## src/rtl/branch_issue_ctrl_pkg.sv

```systemverilog
`default_nettype none
// ============================================================================
// Module   : branch_issue_ctrl_pkg
// Purpose  : Shared compare-opcode encodings, forward-select codes, shadow
//            entry type and small decode helpers for the ID-stage branch
//            issue controller and the compare unit.
// Revision : 1.0 - initial release
// ============================================================================
package branch_issue_ctrl_pkg;

  // Compare opcodes (common with the compare unit).
  localparam logic [3:0] OP_BEQ      = 4'b0000;
  localparam logic [3:0] OP_BNE      = 4'b0001;
  localparam logic [3:0] OP_BGEZ_RS  = 4'b0010;
  localparam logic [3:0] OP_BGTZ_RS  = 4'b0011;
  localparam logic [3:0] OP_BLEZ_RS  = 4'b0100;
  localparam logic [3:0] OP_BLTZ_RS  = 4'b0101;
  localparam logic [3:0] OP_BEQZ_RS  = 4'b0110;
  localparam logic [3:0] OP_BNEZ_RS  = 4'b0111;
  localparam logic [3:0] OP_BGEZ_RT  = 4'b1000;
  localparam logic [3:0] OP_BGTZ_RT  = 4'b1001;
  localparam logic [3:0] OP_BLEZ_RT  = 4'b1010;
  localparam logic [3:0] OP_BLTZ_RT  = 4'b1011;
  localparam logic [3:0] OP_BEQZ_RT  = 4'b1100;
  localparam logic [3:0] OP_BNEZ_RT  = 4'b1101;
  localparam logic [3:0] OP_NEVER_0  = 4'b1110;
  localparam logic [3:0] OP_NEVER_1  = 4'b1111;

  // Operand forward-select codes.
  localparam logic [1:0] FWD_RF = 2'b00;
  localparam logic [1:0] FWD_M  = 2'b01;
  localparam logic [1:0] FWD_W  = 2'b10;

  // One in-flight register write tracked in E, M or W.
  typedef struct packed {
    logic       valid;
    logic [4:0] addr;
    logic [1:0] tnew;
  } shadow_t;

  // Two-register compares and rs-only forms read rs.
  function automatic logic op_uses_rs(input logic [3:0] op);
    return (op <= OP_BNEZ_RS);
  endfunction

  // Two-register compares and rt-only forms read rt.
  function automatic logic op_uses_rt(input logic [3:0] op);
    return (op == OP_BEQ) || (op == OP_BNE) ||
           ((op >= OP_BGEZ_RT) && (op <= OP_BNEZ_RT));
  endfunction

  // One pipeline step closer to being forwardable, floored at zero.
  function automatic logic [1:0] tnew_age(input logic [1:0] t);
    return (t == 2'd0) ? 2'd0 : t - 2'd1;
  endfunction

endpackage
`default_nettype wire

```

## src/rtl/branch_operand_check.sv

```systemverilog
`default_nettype none
// ============================================================================
// Module   : branch_operand_check
// Purpose  : Scans the E/M/W write shadow youngest-first for one compare
//            operand and reports either a hazard or the forward source.
// Revision : 1.0 - initial release
// ============================================================================
module branch_operand_check
  import branch_issue_ctrl_pkg::*;
(
  input  logic [4:0] reg_num,
  input  logic       use_op,
  input  shadow_t    ent_e,
  input  shadow_t    ent_m,
  input  shadow_t    ent_w,
  output logic       hazard,
  output logic [1:0] fwd_sel
);

  logic w_hit_e;
  logic w_hit_m;
  logic w_hit_w;

  // $0 is hardwired, so it never matches an in-flight write.
  assign w_hit_e = ent_e.valid && (ent_e.addr == reg_num);
  assign w_hit_m = ent_m.valid && (ent_m.addr == reg_num);
  assign w_hit_w = ent_w.valid && (ent_w.addr == reg_num);

  // Youngest matching producer decides; E is never a forward source.
  always_comb begin
    hazard  = 1'b0;
    fwd_sel = FWD_RF;
    if (use_op && (reg_num != 5'd0)) begin
      if (w_hit_e) begin
        hazard = 1'b1;
      end else if (w_hit_m) begin
        if (ent_m.tnew != 2'd0) hazard  = 1'b1;
        else                    fwd_sel = FWD_M;
      end else if (w_hit_w) begin
        if (ent_w.tnew != 2'd0) hazard  = 1'b1;
        else                    fwd_sel = FWD_W;
      end
    end
  end

endmodule
`default_nettype wire

```

## src/rtl/branch_issue_ctrl.sv

```systemverilog
`default_nettype none
// ============================================================================
// Module   : branch_issue_ctrl
// Purpose  : ID-stage branch sequencing: tracks in-flight writes in E/M/W,
//            stalls or forwards compare operands, issues the compare and
//            produces the PC redirect, plus saturating branch/stall stats.
// Revision : 1.0 - initial release
// ============================================================================
module branch_issue_ctrl
  import branch_issue_ctrl_pkg::*;
#(
  parameter int CNT_W = 16
) (
  input  logic             clk,
  input  logic             reset,
  input  logic             id_valid,
  input  logic             id_is_branch,
  input  logic [3:0]       id_cmp_op,
  input  logic [4:0]       id_rs,
  input  logic [4:0]       id_rt,
  input  logic             id_wr_en,
  input  logic [4:0]       id_wr_addr,
  input  logic [1:0]       id_tnew,
  input  logic             ext_stall,
  input  logic             to_branch,
  output logic             stall,
  output logic [1:0]       fwd_sel_a,
  output logic [1:0]       fwd_sel_b,
  output logic [3:0]       cmp_op_out,
  output logic             branch_go,
  output logic             pc_redirect,
  output logic [CNT_W-1:0] stat_branches,
  output logic [CNT_W-1:0] stat_stall_cycles
);

  shadow_t          r_e;
  shadow_t          r_m;
  shadow_t          r_w;
  logic [CNT_W-1:0] r_branches;
  logic [CNT_W-1:0] r_stall_cycles;

  logic             w_use_rs;
  logic             w_use_rt;
  logic             w_hazard_a;
  logic             w_hazard_b;
  logic [1:0]       w_sel_a;
  logic [1:0]       w_sel_b;
  logic             w_is_branch;
  logic             w_id_advance;
  shadow_t          w_e_next;

  assign w_use_rs = op_uses_rs(id_cmp_op);
  assign w_use_rt = op_uses_rt(id_cmp_op);

  branch_operand_check u_check_rs (
    .reg_num (id_rs),
    .use_op  (w_use_rs),
    .ent_e   (r_e),
    .ent_m   (r_m),
    .ent_w   (r_w),
    .hazard  (w_hazard_a),
    .fwd_sel (w_sel_a)
  );

  branch_operand_check u_check_rt (
    .reg_num (id_rt),
    .use_op  (w_use_rt),
    .ent_e   (r_e),
    .ent_m   (r_m),
    .ent_w   (r_w),
    .hazard  (w_hazard_b),
    .fwd_sel (w_sel_b)
  );

  assign w_is_branch = id_valid && id_is_branch;
  assign stall       = w_is_branch && (w_hazard_a || w_hazard_b);
  assign branch_go   = w_is_branch && !stall && !ext_stall;
  assign pc_redirect = branch_go && to_branch;
  assign cmp_op_out  = id_cmp_op;

  // Forward selects are only meaningful while a branch actually resolves.
  assign fwd_sel_a = branch_go ? w_sel_a : FWD_RF;
  assign fwd_sel_b = branch_go ? w_sel_b : FWD_RF;

  // ID instruction enters E only when it really moves on and writes a GPR.
  assign w_id_advance = !stall && !ext_stall && id_valid && id_wr_en &&
                        (id_wr_addr != 5'd0);

  // Next E entry: the advancing writer, or a bubble; tnew of 0 means 1.
  always_comb begin
    w_e_next = '0;
    if (w_id_advance) begin
      w_e_next.valid = 1'b1;
      w_e_next.addr  = id_wr_addr;
      w_e_next.tnew  = (id_tnew == 2'd0) ? 2'd1 : id_tnew;
    end
  end

  // Shadow advances every cycle, ageing tnew as entries move down.
  always_ff @(posedge clk) begin
    if (reset) begin
      r_e <= '0;
      r_m <= '0;
      r_w <= '0;
    end else begin
      r_e      <= w_e_next;
      r_m      <= r_e;
      r_m.tnew <= tnew_age(r_e.tnew);
      r_w      <= r_m;
      r_w.tnew <= tnew_age(r_m.tnew);
    end
  end

  // Saturating statistics; the stall count covers only this block's stall.
  always_ff @(posedge clk) begin
    if (reset) begin
      r_branches     <= '0;
      r_stall_cycles <= '0;
    end else begin
      if (branch_go && (r_branches != {CNT_W{1'b1}}))
        r_branches <= r_branches + 1'b1;
      if (stall && (r_stall_cycles != {CNT_W{1'b1}}))
        r_stall_cycles <= r_stall_cycles + 1'b1;
    end
  end

  assign stat_branches     = r_branches;
  assign stat_stall_cycles = r_stall_cycles;

endmodule
`default_nettype wire
```

## config.mk

```make
export PLATFORM = sky130hd
export DESIGN_NAME = branch_issue_ctrl
export DESIGN_NICKNAME = d
export VERILOG_FILES = /design/src/rtl/branch_issue_ctrl_pkg.sv /design/src/rtl/branch_operand_check.sv /design/src/rtl/branch_issue_ctrl.sv
export SDC_FILE = /design/constraint.sdc
export NUM_CORES = 1
export LEC_CHECK = 0
export CAP_MARGIN = 10
export CORE_MARGIN = 2
export CORE_UTILIZATION = 40
export CTS_BUF_LIST = sky130_fd_sc_hd__clkbuf_8
export CTS_CLUSTER_SIZE = 10
export DETAILED_ROUTE_END_ITERATION = 8
export PLACE_DENSITY = 0.74
export SLEW_MARGIN = 20
export SYNTH_ARGS = -nofsm -noshare
export SYNTH_HDL_FRONTEND = slang
export SYNTH_SLANG_ARGS = --single-unit
```

## constraint.sdc

```tcl
create_clock -name clk -period 2.6 [get_ports clk]
set_clock_uncertainty 0.15 [all_clocks]
set_input_delay 0.52 -clock clk [delete_from_list [all_inputs] [get_ports clk]]
set_output_delay 0.52 -clock clk [all_outputs]
set_load 0.02 [all_outputs]
```

==> results.yml <==
synthesis:
  synth.largest_area_cell: "dfxtp_1"
  synthTopCellsByCount: "dfxtp_1 (56), nor2_1 (28), nor2b_1 (28)"
  async_flop_share_pct: 0
  synth_fp_nets: 390
  yosysSeqAreaShare_pct: 36.1
  synthDistinctLibCells: 48
  synth_edf_count: 0
  yosysMostFrequentCell: "dfxtp_1"
  yosysWarnings: 0
  syn_inst: 358
  avgSynthCellArea_sq_um: 8.69
  ys_ff_latch: 56
  synthTopCellsByArea: "dfxtp_1 (36%), nor2b_1 (5.6%), mux2_2 (5.4%)"
  yosysTopAreaCellShare_pct: 36.1
  syn_area_sq_mm: 0.00311
  ys.flop_type: "dfxtp_1"
power:
  p_per_area_mw_per_mm2: 347
  vdd_drop_max_mv: 0.282
  finalPower_uw: 1700
  leakagePower_uw: 0.00194
sta:
  min_period_ns: 3.13
  hold_ws_ns: 0.269
  period_share_pct: 120
  timing.setup.tns_ns: -2.63
  final_max_slew_viol_count: 0
  fmax_mhz: 320
  hold_violations: 0
  worst_slack_ns: -0.526
  max_slew_margin_pct: 77.3
  tightest_slew_ns: 0.338
  grt_setup_unrepaired: "yes"
  finalSetupViolations: 7
clock_tree:
  clockBufferDepth: 2
  clk_latency_ns: 0.31
  clk_pin_slew_ns: 0.11
  cts_root_buffer: "clkbuf_8"
  cts_made_buffers: 5
  clock-sinks: 56
  cts_tree: "built"
  htreeDepth: 2
finish:
  antenna_cells: 0
  utilization_pct: 64.0
  fillers: 587
  synthToLayoutAreaGrowth_pct: 57.3
  nets: 506
  drive_gt1_share_pct: 36.4
status:
  status: "finished, violations left"
  violations: "setup timing"
floorplanning:
  die_y_um: 92.2
  die_x_um: 92.2
  core_sq_mm: 0.00765
  rows: 32
  start_util_pct: 40.7
  die_area_sq_mm: 0.00849
  ios: 71
drt:
  num_vias: 3056
  remaining_drc_errors: 0
  ant_nets: 0
  routed_wl_um: 8750
  drt_pass1_iterations: 4
  drtIter0Drc: 110
  wl_per_cell_um: 15.2
  viasPerCell: 5.30
critical_path:
  path_max_fanout: 3
  arrival_ns: 2.46
  crit_family: "simple AND/OR/NAND/NOR gates"
  slowest_delay_ns: 0.36
  cp_cell_sequence: "xor2_1, nor3_2, nand2_1, a221oi_4, o21ai_2, buf_4, or3_4, nor4_4, buf_4"
  worstPathRequired_ns: 1.93
  cpMostUsedCell: "buf_4"
  worst_path_max_delay_cell: "dfxtp_2"
  crit_buf_inv: 2
  path_class: "register to output pin"
  cp-end-kind: "output pin"
  cp-start-kind: "register"
job:
  maxCapViolCount: 0
placed_design:
  place_hpwl_um: 5780
  port_buffers: 68
  gp_congestion: 0.898
global_route:
  overflow: 0
  antenna_found_initial: 0
  grt_pass1_vias: 2937
  track_usage_pct: 19.5
  grt_pass1_wl_um: 13600
  grt_max_degree: 71
min_path:
  hp-class: "register to register"
## worst paths after layout
kind | start | to | slack, ns | cells after the start
max | r_m[6] | fwd_sel_b[0] | -0.53 | 9
min reg2reg | r_m[0] | r_w[0] | 0.27 | 1
max reg2reg | r_m[6] | stat_branches[9] | 0 | 10
min | r_m[0] | r_w[0] | 0.27 | 1
## cell type report
type | count | area [sq um] | area share, %
clock buffer | 5 | 68.8 | 1.41
sequential | 56 | 1130 | 23.2
clock inverter | 3 | 42.5 | 0.870
multi-input combinational | 271 | 2260 | 46.3
timing repair buffer | 130 | 1220 | 24.9
tap | 102 | 128 | 2.61
inverter | 10 | 37.5 | 0.767
## cell usage in the layout, fill, tap and decap left out, types with 10 or more instances in the layout
master / count
nand4_1: 11
and2_1: 11
buf_4: 55
xor2_1: 10
nand2_1: 15
nor2b_1: 28
inv_1: 10
clkdlybuf4s50_1: 47
dfxtp_1: 49
nand3_1: 13
nor2_1: 26
buf_6: 10
## metal layers
metal	vias to the layer above	part of all wire [%]	track usage (%)
met1	1451	43	23.8
li1	1501	-	-
met3	15	4.1	3.29
met5	-	0	0
met4	0	1.9	7.96
met2	89	51	34.1
## cells by family after synthesis
logic type / after synthesis / synth area share [%]
XOR/XNOR: 30 / 8.45
AO/OA/AOI/OAI: 43 / 10.1
flip-flops: 56 / 36.1
buffers and inverters: 31 / 5.19
adder cells (fa/ha/maj): 5 / 1.93
multiplexers: 16 / 5.79
AND/OR/NAND/NOR: 177 / 32.5
## metrics by stage
| step | area (sq um) | std cells | setup WS (ns) |
|---|---|---|---|
| 2_1_floorplan | 3190 | 358 | -0.363 |
| 3_3_place_gp | 4230 | 553 | -1.23 |
| 3_5_place_dp | 4230 | 553 | -1.29 |
| 4_1_cts | 4560 | 567 | -0.588 |
| 5_1_grt | 4890 | 577 | -0.655 |
| 6_report | 4890 | 577 | -0.526 |
## report_power, final
group / switching, uW / internal, uW / leakage, uW / total (uW)
registers: 6.76 / 862 / 0.000456 / 869
clock network: 298 / 288 / 0.0000599 / 585
logic: 119 / 126 / 0.00143 / 245
## registers in the layout (all words and copies together), names as in the netlist
| signal | cells |
|---|---|
| stat_stall_cycles | 16 |
| stat_branches | 16 |
| r_m | 8 |
| r_w | 8 |
| r_e | 8 |
## what timing repair did
item / CTS / global route
hold buffers: 0 / 0
setup endpoints to repair: 44 / 39
gates resized for setup: 116 / 58
pin swaps: 20 / 24
cloned: 0 / 3
buffers inserted: 6 / 8
Note: power is estimated with default switching activity, not from simulation.
